--- src/rtl/sipo_deserializer.sv ---
// Serial-in parallel-out deserializer with word counter and double-buffered valid/ready output.
// Optional macro SIPO_PARITY_EN: frame gains a trailing even-parity bit checked into parity_err.
module sipo_deserializer #(
    parameter int N         = 4,
    parameter bit MSB_FIRST = 1'b1
) (
    input  logic                     clk,
    input  logic                     rst,
    input  logic                     s_in,
    input  logic                     s_valid,
    input  logic                     clr,
    input  logic                     p_ready,
    output logic [N-1:0]             p_out,
    output logic                     p_valid,
    output logic                     overrun,
    output logic [$clog2(N+1)-1:0]   bit_cnt,
    output logic                     parity_err
);

    localparam int CW = $clog2(N + 1);
`ifdef SIPO_PARITY_EN
    localparam bit              PAR_EN = 1'b1;
    localparam logic [CW-1:0]   LAST   = CW'(N);
`else
    localparam bit              PAR_EN = 1'b0;
    localparam logic [CW-1:0]   LAST   = CW'(N - 1);
`endif

    logic [N-1:0] sr;
    logic [N-1:0] sr_shift;
    logic [N-1:0] word;
    logic         accept;
    logic         last;
    logic         complete;
    logic         shift_en;
    logic         par;

    function automatic logic [N-1:0] shift_in(input logic [N-1:0] cur, input logic b);
        if (MSB_FIRST)
            return {cur[N-2:0], b};
        else
            return {b, cur[N-1:1]};
    endfunction

    always_comb begin
        accept   = s_valid && !clr;
        last     = (bit_cnt == LAST);
        complete = accept && last;
        sr_shift = shift_in(sr, s_in);
        // With parity the final bit is the parity bit itself, so the data is already in sr.
        shift_en = accept && !(PAR_EN && last);
        word     = PAR_EN ? sr : sr_shift;
        par      = PAR_EN ? ((^sr) ^ s_in) : 1'b0;
    end

    always_ff @(posedge clk or posedge rst) begin
        if (rst) begin
            sr         <= '0;
            bit_cnt    <= '0;
            p_out      <= '0;
            p_valid    <= 1'b0;
            overrun    <= 1'b0;
            parity_err <= 1'b0;
        end else begin
            if (clr) begin
                sr      <= '0;
                bit_cnt <= '0;
                overrun <= 1'b0;
            end else if (s_valid) begin
                bit_cnt <= last ? '0 : bit_cnt + CW'(1);
                if (shift_en)
                    sr <= sr_shift;
            end

            // A completed word lands only if the holding register is free or draining this edge.
            if (complete && (!p_valid || p_ready)) begin
                p_out      <= word;
                p_valid    <= 1'b1;
                parity_err <= par;
            end else if (complete) begin
                overrun <= 1'b1;
            end else if (p_valid && p_ready) begin
                p_valid <= 1'b0;
            end
        end
    end

endmodule

--- config.mk ---
export PLATFORM = sky130hd
export DESIGN_NAME = sipo_deserializer
export DESIGN_NICKNAME = d
export VERILOG_FILES = /design/src/rtl/sipo_deserializer.sv
export SDC_FILE = /design/constraint.sdc
export NUM_CORES = 1
export LEC_CHECK = 0
export ABC_AREA = 1
export ABC_CLOCK_PERIOD_IN_PS = 2100
export CAP_MARGIN = 30
export CELL_PAD_IN_SITES_DETAIL_PLACEMENT = 1
export CELL_PAD_IN_SITES_GLOBAL_PLACEMENT = 1
export CORE_MARGIN = 3
export CORE_UTILIZATION = 28
export CTS_CLUSTER_DIAMETER = 150
export DETAILED_ROUTE_END_ITERATION = 8
export GPL_TIMING_DRIVEN = 0
export PLACE_DENSITY = 0.79
export SYNTH_ARGS = -nofsm -noshare
export SYNTH_HDL_FRONTEND = slang
export SYNTH_SLANG_ARGS = --single-unit
--- constraint.sdc ---
create_clock -name clk -period 2.1 [get_ports clk]
set_input_delay 0.315 -clock clk [delete_from_list [all_inputs] [get_ports clk]]
set_output_delay 0.315 -clock clk [all_outputs]
set_load 0.02 [all_outputs]
==> results.yml <==
timing:
  tns_ns: 0
  hold_viol_final: 0
  drv_slew: 0
  rsz0062_at_grt: "false"
  min_period_ns: 1.59
  fmax_ghz: 0.629
  finalSetupViolCount: 0
  fin_skew_ns: 0.00743
  finalCritPeriodShare: 0.757
synthesis:
  postSynthAreaPerCell_um2: 8.86
  mappedNetlistArea_um2: 532
  yosys.area.top_type: "dfrtp_1"
  async_flop_share: 1.00
  post-synth-top-count-cell: "nand2_1"
  synth_commonest_cells: "nand2_1 (20), dfrtp_1 (12), inv_1 (9)"
  ys_top_cells_by_area: "dfrtp_1 (56%), nand2_1 (14%), inv_1 (6.4%), nand3_1 (4.7%), nor2_4 (4.2%)"
  synthFlopType: "dfrtp_1"
  netlist_instances: 60
  synth_edf_count: 0
  synth.distinct_cells: 14
  syn_nets: 67
  yosysSeqAreaShare: 0.565
  synth_top_cell_area_share: 0.565
  synth-seq-cells: 12
  ys.warnings.count: 0
detailed_routing:
  ant_nets: 0
  route.detailed.drc: 0
  detail_route.wirelength_um: 1140
  drt_iter0_drc: 4
  vias: 436
  viasPerCell: 4.23
  avgRoutedWirePerCell_um: 11.1
  dr.pass1.iters: 4
place:
  dp_cells: 99
  portBuffers: 14
  place_hpwl_um: 909
  place.gp.congestion: 0.697
  placed_area_um2: 703
cts:
  cts_inserted_buffers: 3
  cts_buffer_depth: 2
  cts_tree: "yes"
  postCtsSetupBuffers: 0
  cts_root_buffer: "clkbuf_4"
  path_clk_slew_ns: 0.08
  htreeDepth: 1
  hold_buffers: 0
  cts_resized: 0
  clk_latency_ns: 0.27
  clkSinkCount: 12
worst_setup_path:
  end_kind: "output port"
  critPathSlowestCell: "clkdlybuf4s50_1"
  cp_max_fo: 4
  cp-start-kind: "flip-flop"
  max_stage_delay_ns: 0.62
  cpLargestDelayFamily: "buffers and inverters"
  required_ns: 1.78
  worstSetupPathType: "flip-flop to output port"
  critPathBufInv: 1
  worst_ep_arrival_time_ns: 1.28
  crit_chain: "clkdlybuf4s50_1"
power_and_ir_drop:
  pwr_density_cell_nw_per_um2: 684
  p_leak_uw: 0.000357
  ir_drop_v: 0.000266
run_status:
  status: "complete, no violations"
floorplanning:
  coreArea_um2: 1760
  die-height_um: 49.6
  fp-row-count: 15
  die_w_um: 49.6
  initial_core_util: 0.301
  dieArea_um2: 2460
  io_pins: 16
grt:
  grt_pass1_vias: 482
  globalRouteOverflowTotal: 0
  grt_max_degree: 13
  grtUsageTotal: 0.109
  antenna_found_initial: 0
  grt_pass1_wl_um: 2050
finish:
  syn2layout_area_growth_pct: 39.1
  drive_above_1_share: 0.103
  fillers: 233
  antenna_cells: 0
  nets: 86
  final_area_um2: 739
  fin_cells: 103
flow_run:
  drv_cap: 0
min_path:
  hp-class: "input pin to asynchronous set/reset pin"
logic make-up (layout without fill, tap and decap cells):
logic type,count (synthesis),count (layout),share of synthesized area
buffers and inverters,10,28,0.0776
flip-flops,12,12,0.565
AO/OA/AOI/OAI,6,6,0.0635
AND/OR/NAND/NOR,30,30,0.264
other,1,1,0.00705
adder cells (fa/ha/maj),1,1,0.0235
flip-flops by register name (all words and copies together), names as in the netlist:
register	cells
overrun	1
sr	3
p_valid	1
p_out	4
bit_cnt	3
where the power goes:
group | switching (uW) | leakage (uW) | internal [uW]
clock network | 78.2 | 0.0000210 | 105
registers | 6.78 | 0.000164 | 242
logic | 40.0 | 0.000172 | 33.2
metrics by stage:
stage	power [uW]	util	hold WS [ns]	worst slack (ns)
4_1_cts	515	0.419	0.369	0.489
3_3_place_gp	326	0.399	0.456	0.655
2_1_floorplan	291	-	0.180	0.927
6_report	506	0.419	0.342	0.510
5_1_grt	535	0.419	0.393	0.459
3_5_place_dp	328	0.399	0.459	0.629
worst paths after layout:
path | from | endpoint | slack [ns] | cells after the start
setup / recovery | bit_cnt[0]$_DFFE_PP0P_ | bit_cnt[0] | 0.51 | 1
min in group clk | p_out[0]$_DFFE_PP0P_ | p_out[0]$_DFFE_PP0P_ | 0.47 | 2
max in group asynchronous | rst | bit_cnt[0]$_DFFE_PP0P_ | 1.44 | 2
hold reg to reg | p_out[0]$_DFFE_PP0P_ | p_out[0]$_DFFE_PP0P_ | 0.47 | 2
hold / removal | rst | p_out[3]$_DFFE_PP0P_ | 0.34 | 2
setup reg to reg | bit_cnt[0]$_DFFE_PP0P_ | p_out[2]$_DFFE_PP0P_ | 0.96 | 6
layout by cell type (no fill, tap or decap), types with 2 or more instances in the layout:
cell / count
nor2_1: 2
dfrtp_1: 12
o21ai_1: 3
nand3_1: 5
nor2_4: 2
clkbuf_4: 3
inv_1: 9
nand2_1: 20
clkdlybuf4s50_1: 14
final cells by class:
class / instances / area (um^2) / share of cell area
well taps: 25 / 31.3 / 0.0423
multi-input cells: 38 / 190 / 0.257
plain buffers: 1 / 7.51 / 0.0102
clock buffers: 4 / 36.3 / 0.0491
repair buffers: 14 / 140 / 0.190
inverters: 9 / 33.8 / 0.0457
flip-flops and latches: 12 / 300 / 0.406
routing by layer:
metal,track usage,up-vias,part of all wire
met1,0.118,200,0.44
li1,-,221,-
met3,0.0272,2,0.026
met2,0.196,13,0.52
met4,0.0553,0,0.017
met5,0,-,0
(Power assumes the default switching activity.)
